### src/rtl/fft_pkg.sv
// Shared FFT datapath helpers: default widths, complex pack/unpack and the
// shift/round/saturate primitive used by the twiddle multiplier.
package fft_pkg;

    localparam int DW_DEF   = 16;
    localparam int TW_DEF   = 16;
    localparam int FRAC_DEF = 8;

    // Components are at most 32 bits; the packed word is {re, im}, each w bits wide.
    function automatic logic [63:0] pack_cplx(input logic [31:0] re, input logic [31:0] im,
                                              input int w);
        logic [63:0] m;
        m = (64'd1 << w) - 64'd1;
        return (({32'd0, re} & m) << w) | ({32'd0, im} & m);
    endfunction

    // Returns the sign-extended real (upper=1) or imaginary (upper=0) component.
    function automatic logic signed [31:0] unpack_cplx(input logic [63:0] data, input int w,
                                                       input bit upper);
        logic [63:0] m;
        logic [63:0] d;
        m = (64'd1 << w) - 64'd1;
        d = (upper ? (data >> w) : data) & m;
        if (((d >> (w - 1)) & 64'd1) != 64'd0)
            d = d | ~m;
        return 32'(d);
    endfunction

    // Returns {sat_flag, result}; result is sign-extended to 64 bits.
    function automatic logic [64:0] sat_shift(input logic signed [63:0] value, input int frac,
                                              input int dw, input bit rnd, input bit sat);
        logic signed [63:0] v;
        logic signed [63:0] hi;
        logic signed [63:0] lo;
        logic               flag;
        v = value;
        if (rnd && frac > 0)
            v = v + (64'sd1 <<< (frac - 1));
        v    = v >>> frac;
        hi   = (64'sd1 <<< (dw - 1)) - 64'sd1;
        lo   = -(64'sd1 <<< (dw - 1));
        flag = 1'b0;
        if (sat) begin
            if (v > hi) begin
                v    = hi;
                flag = 1'b1;
            end else if (v < lo) begin
                v    = lo;
                flag = 1'b1;
            end
        end
        return {flag, v};
    endfunction

endpackage

### src/rtl/cplx_round_sat.sv
// Shift/round/saturate of one complex component from full product width
// down to DW bits.
module cplx_round_sat
    import fft_pkg::*;
#(
    parameter int VW   = 34,
    parameter int DW   = DW_DEF,
    parameter int FRAC = FRAC_DEF,
    parameter int RND  = 1,
    parameter int SAT  = 1
) (
    input  logic signed [VW-1:0] value,
    output logic [DW-1:0]        result,
    output logic                 sat
);

    logic [64:0] r;
    logic        unused_bits;

    assign r      = sat_shift(64'(value), FRAC, DW, RND != 0, SAT != 0);
    assign result = r[DW-1:0];
    assign sat    = r[64];
    // Upper bits are either a sign extension of result or dropped on wrap.
    assign unused_bits = ^r[63:DW];

endmodule

### src/rtl/twiddle_mult_pipe.sv
// Three-stage pipelined complex multiplier out = in * W (or in * conj(W)),
// valid/ready stream with a global stall enable and a sticky overflow flag.
module twiddle_mult_pipe
    import fft_pkg::*;
#(
    parameter int DW   = DW_DEF,
    parameter int TW   = TW_DEF,
    parameter int FRAC = FRAC_DEF,
    parameter int RND  = 1,
    parameter int SAT  = 1
) (
    input  logic            clk,
    input  logic            rst_n,
    input  logic            in_valid,
    output logic            in_ready,
    input  logic [2*DW-1:0] in_data,
    input  logic [2*TW-1:0] in_tw,
    input  logic            in_conj,
    output logic            out_valid,
    input  logic            out_ready,
    output logic [2*DW-1:0] out_data,
    output logic            out_sat,
    output logic            ovf_sticky,
    input  logic            ovf_clr
);

    localparam int PW     = DW + TW + 1;
    localparam int SW     = DW + TW + 2;
    localparam int CW     = 2 * DW;
    localparam int STAGES = 3;

    logic              en;
    logic [STAGES:1]   vld_pipe;

    logic signed [DW-1:0] in_ar, in_ai;
    logic signed [TW-1:0] in_wr, in_wi;
    logic signed [TW:0]   wi_ext;

    logic signed [DW-1:0] s1_ar, s1_ai;
    logic signed [TW-1:0] s1_wr;
    logic signed [TW:0]   s1_wi;

    logic signed [PW-1:0] s2_rr, s2_ii, s2_ir, s2_ri;

    logic signed [SW-1:0] re_sum, im_sum;
    logic [DW-1:0]        re_res, im_res;
    logic                 re_sat, im_sat;

    // A full output register that is not being drained freezes every stage.
    assign en        = out_ready | ~out_valid;
    assign in_ready  = en;
    assign out_valid = vld_pipe[STAGES];

    assign in_ar  = DW'(unpack_cplx(64'(in_data), DW, 1'b1));
    assign in_ai  = DW'(unpack_cplx(64'(in_data), DW, 1'b0));
    assign in_wr  = TW'(unpack_cplx(64'(in_tw), TW, 1'b1));
    assign in_wi  = TW'(unpack_cplx(64'(in_tw), TW, 1'b0));
    // One extra bit so conj of the most-negative twiddle imag is exact.
    assign wi_ext = {in_wi[TW-1], in_wi};

    assign re_sum = SW'(s2_rr) - SW'(s2_ii);
    assign im_sum = SW'(s2_ir) + SW'(s2_ri);

    cplx_round_sat #(.VW(SW), .DW(DW), .FRAC(FRAC), .RND(RND), .SAT(SAT)) u_re (
        .value  (re_sum),
        .result (re_res),
        .sat    (re_sat)
    );

    cplx_round_sat #(.VW(SW), .DW(DW), .FRAC(FRAC), .RND(RND), .SAT(SAT)) u_im (
        .value  (im_sum),
        .result (im_res),
        .sat    (im_sat)
    );

    always_ff @(posedge clk) begin
        if (!rst_n) begin
            vld_pipe <= '0;
            s1_ar    <= '0;
            s1_ai    <= '0;
            s1_wr    <= '0;
            s1_wi    <= '0;
            s2_rr    <= '0;
            s2_ii    <= '0;
            s2_ir    <= '0;
            s2_ri    <= '0;
            out_data <= '0;
            out_sat  <= 1'b0;
        end else if (en) begin
            vld_pipe <= {vld_pipe[STAGES-1:1], in_valid};
            s1_ar    <= in_ar;
            s1_ai    <= in_ai;
            s1_wr    <= in_wr;
            s1_wi    <= in_conj ? -wi_ext : wi_ext;
            s2_rr    <= PW'(s1_ar) * PW'(s1_wr);
            s2_ii    <= PW'(s1_ai) * PW'(s1_wi);
            s2_ir    <= PW'(s1_ai) * PW'(s1_wr);
            s2_ri    <= PW'(s1_ar) * PW'(s1_wi);
            out_data <= CW'(pack_cplx(32'(re_res), 32'(im_res), DW));
            out_sat  <= re_sat | im_sat;
        end
    end

    // Set has priority over clear so a saturation is never lost.
    always_ff @(posedge clk) begin
        if (!rst_n)
            ovf_sticky <= 1'b0;
        else if (out_valid && out_ready && out_sat)
            ovf_sticky <= 1'b1;
        else if (ovf_clr)
            ovf_sticky <= 1'b0;
    end

endmodule

### config.mk
export PLATFORM = sky130hd
export DESIGN_NAME = twiddle_mult_pipe
export DESIGN_NICKNAME = d
export VERILOG_FILES = /design/src/rtl/fft_pkg.sv /design/src/rtl/cplx_round_sat.sv /design/src/rtl/twiddle_mult_pipe.sv
export SDC_FILE = /design/constraint.sdc
export NUM_CORES = 2
export LEC_CHECK = 0
export BUFFER_PORTS_ARGS = -buffer_cell sky130_fd_sc_hd__buf_2
export CAP_MARGIN = 20
export CORE_AREA = 2 2 288 290
export DETAILED_ROUTE_END_ITERATION = 12
export DIE_AREA = 0 0 290 292
export GPL_TIMING_DRIVEN = 0
export PLACE_DENSITY = 0.84
export SETUP_SLACK_MARGIN = 0.5
export SYNTH_ARGS = -nofsm -noshare
export SYNTH_HDL_FRONTEND = slang
export SYNTH_SLANG_ARGS = --single-unit
### constraint.sdc
create_clock -name clk -period 7.7 [get_ports clk]
set_input_delay 0.77 -clock clk [delete_from_list [all_inputs] [get_ports clk]]
set_output_delay 0.77 -clock clk [all_outputs]
set_load 0.01 [all_outputs]
==> impl_metrics.json <==
{
  "ctsHoldBuffers": 0,
  "rrSetupSlack_ns": 0.59,
  "min_to": "s1_ar[3]$_SDFFE_PN0P_",
  "ctsHtreeMaxLevel": 1,
  "ios": 106,
  "setup_tns_ns": 0,
  "synth_top_family_by_area": "adder cells",
  "vias": 43000,
  "setup.worst_path.class": "flop to flop",
  "start_util_pct": 64.4,
  "top_layer": "met5",
  "routed-wl-met2_microns": 79200,
  "final_nets": 7669,
  "switchingPower_w": 0.00944,
  "relSlewSlack_pct": 18.9,
  "crit_path_end_kind": "flop",
  "clk_path_buf_depth": 3,
  "synth-adder-area-share_pct": 52.0,
  "syn_nets": 7515,
  "drtAntennaViolNets": 0,
  "slew_viol_final": 0,
  "syn_area_per_cell_sq_um": 8.89,
  "p_comb_share_pct": 79.3,
  "drv_cap": 0,
  "antenna_found_initial": 25,
  "cellInternalPower_w": 0.00721,
  "rr_worst_depth": 24,
  "cts_tree": "built",
  "grt.overflow.total": 0,
  "clock_skew_ns": 0.0265,
  "min_path_cells": 3,
  "clk_latency_ns": 0.67,
  "drive_above_1_share_pct": 8.33,
  "netSwitchingFraction_pct": 56.7,
  "p_leak_nw": 29.4,
  "post-route-util_pct": 69.8,
  "syn_inst": 5908,
  "min-delay-start": "in_data[19]",
  "synth.area.mux_share_pct": 0.0762,
  "netlist.area_leader.share_pct": 41.0,
  "die_w_microns": 290,
  "ys_top_cells_by_area": "fa_1 41%, ha_1 11%, inv_1 9.0%",
  "synth_ff_type": "dfxtp_1",
  "clock-sinks": 232,
  "setup_viol": 0,
  "row_count": 105,
  "die_area_sq_um": 84700,
  "run_status": "completed",
  "via_per_inst": 6.00,
  "r2r_end": "s2_rr[27]$_SDFFE_PN0P_",
  "clockPowerShare_pct": 9.7,
  "holdWs_ns": 0.355,
  "synth_xor_area_share_pct": 3.32,
  "drc": 0,
  "coreArea_sq_um": 81600,
  "r2r-start": "s1_ar[5]$_SDFFE_PN0P_",
  "dr_wl_met3_microns": 24600,
  "drt_iter0_drc": 4066,
  "synth-edff-count": 0,
  "min_period_over_period_pct": 92.4,
  "grt_max_degree": 16,
  "crit_arrival_ns": 7.66,
  "synth_cell_type_count": 84,
  "wirelength_met1_microns": 65900,
  "min_path_type": "primary input to flop",
  "synth_compound_area_share_pct": 8.96,
  "crit_fanout": 10,
  "synth_most_common_cell": "inv_1",
  "wire_per_inst_microns": 26.0,
  "yosys.area_share.simple_pct": 15.7,
  "grt_pass1_wl_microns": 276000,
  "worst_pin_slew_ns": 1.21,
  "synthToLayoutAreaGrowth_pct": 8.44,
  "cts_root_buffer": "clkbuf_16",
  "yosysWarnings": 0,
  "total_power_w": 0.0167,
  "port_buffers": 104,
  "grt_pass1_vias": 44200,
  "yosys.area.top_type": "fa_1",
  "post-dp-hpwl_microns": 154000,
  "pwr-share-seq_pct": 11.0,
  "yosys-top-cells-count": "1264 x inv_1, 1076 x fa_1, 834 x nand2_1",
  "cp.required_ns": 8.24,
  "track_usage_pct": 44.8,
  "rsz0062_at_grt": "yes",
  "cp-start-kind": "flop",
  "clkTransAtPathRegs_ns": 0.06,
  "async_reset_ff_share_pct": 0,
  "setup_slack_ns": 0.586,
  "gp_congestion": 1.04,
  "power_density_nw_per_um2": 292,
  "first_pass_iters": 6,
  "ir_worst_vdd_v": 0.000409,
  "hold_viol_final": 0,
  "wl_microns": 187000,
  "chipHeight_microns": 292,
  "numCtsBuffers": 29,
  "ys_seq_area_share_pct": 8.84,
  "n_fill_cell": 6447,
  "period_minus_slack_ns": 7.11,
  "fmax_mhz": 141,
  "syn_area_sq_um": 52500,
  "pre_cts_ws_ns": -0.718,
  "synth_seq_cells": 232
}
worst max path at each step:
stage	depth (start not counted)	slack, ns	endpoint	start
3_3_place_gp	24	-0.68	s2_rr[31]$_SDFFE_PN0P_	s1_ar[5]$_SDFFE_PN0P_
4_1_cts	24	0.44	s2_rr[28]$_SDFFE_PN0P_	s1_wr[1]$_SDFFE_PN0P_
5_1_grt	23	0.36	s2_rr[24]$_SDFFE_PN0P_	s1_wr[4]$_SDFFE_PN0P_
6_report	24	0.59	s2_rr[27]$_SDFFE_PN0P_	s1_ar[5]$_SDFFE_PN0P_
2_1_floorplan	26	1.31	s2_ir[29]$_SDFFE_PN0P_	s1_ai[8]$_SDFFE_PN0P_
3_5_place_dp	24	-0.72	s2_rr[31]$_SDFFE_PN0P_	s1_ar[5]$_SDFFE_PN0P_
worst max-delay path, stage by stage, from the launching register on:
cell,delay (ns)
dfxtp_2,0.54
buf_6,0.24
nand2_1,0.09
fa_1,0.48
inv_1,0.06
fa_1,0.52
inv_1,0.07
fa_1,0.53
inv_1,0.05
fa_1,0.50
fa_1,0.50
inv_1,0.05
fa_1,0.47
inv_1,0.04
ha_1,0.32
and3_1,0.28
nand3_1,0.09
or4_1,0.46
and3_1,0.25
o31ai_4,0.30
a221o_1,0.20
a21oi_1,0.13
xor2_2,0.51
o21ai_0,0.12
and2_1,0.19
sequential cells by signal (all words and copies together), names as in the netlist:
name / flops
s2_ri: 33
s2_ir: 32
vld_pipe: 3
s1_ar: 16
s1_wr: 16
s2_rr: 32
out_data: 32
s1_ai: 16
s1_wi: 17
s2_ii: 33
ovf_sticky: 1
out_sat: 1
routing by layer:
layer | GRT usage (%) | vias up
met3 | 14.9 | 676
met5 | 0 | -
met4 | 32.6 | 8
met1 | 55.3 | 21500
met2 | 66.1 | 2597
li1 | - | 18200
power groups by stage:
stage | Sequential (W) | Combinational [W] | Clock, W
6_report | 0.00183 | 0.0132 | 0.00162
3_5_place_dp | 0.00183 | 0.0122 | 0
3_3_place_gp | 0.00182 | 0.0119 | 0
2_1_floorplan | 0.00176 | 0.00785 | 0
4_1_cts | 0.00182 | 0.0126 | 0.00161
5_1_grt | 0.00186 | 0.0142 | 0.00165
cell usage in the layout (no fill, tap or decap), types with 38 or more instances in the layout:
| cell | netlist | routed |
|---|---|---|
| inv_1 | 1264 | 1263 |
| fa_1 | 1076 | 1070 |
| nand2_1 | 834 | 834 |
| and2_1 | 561 | 561 |
| ha_1 | 461 | 461 |
| dfxtp_1 | 232 | 184 |
| o21ai_0 | 160 | 154 |
| a21oi_1 | 148 | 139 |
| buf_2 | 1 | 125 |
| xnor2_1 | 121 | 111 |
| nor2_1 | 101 | 101 |
| a21boi_0 | 87 | 87 |
| clkbuf_1 | 268 | 86 |
| a21o_1 | 81 | 81 |
| xor2_1 | 78 | 66 |
| clkbuf_2 | 1 | 63 |
| clkbuf_4 | 0 | 49 |
| nand2b_1 | 41 | 41 |
| nand3_1 | 38 | 38 |
final cells by class:
class	count	area [sq um]	share of cell area [%]
diodes	21	52.6	0.0923
plain buffers	280	1720	3.03
clock buffers	36	792	1.39
clock inverters	18	294	0.516
inverters	1264	4750	8.34
multi-input cells	4132	42500	74.6
flip-flops and latches	232	4750	8.34
well taps	1070	1340	2.35
repair buffers	123	771	1.35
repair_timing:
item                       CTS  global route
hold endpoints to repair     0             0
setup endpoints to repair   59            38
gates resized for setup    290           327
buffers inserted             2             6
pin swaps                    7            18
kinds of logic (layout without fill, tap and decap cells):
family                   after synthesis  count (layout)
AND/OR/NAND/NOR                     1699            1699
multiplexers                           4               4
other                                  0              21
buffers and inverters               1544            1721
AO/OA/AOI/OAI                        693             693
flip-flops                           232             232
adder cells (fa/ha/maj)             1537            1537
XOR/XNOR                             199             199
metrics by stage:
step | cells | area (sq um)
floorplan | 5908 | 52500
global placement | 7082 | 54400
detailed placement | 7093 | 54600
CTS | 7149 | 56300
global route | 7157 | 56900
finish | 7176 | 57000
Power figures use the tool's default switching activity.
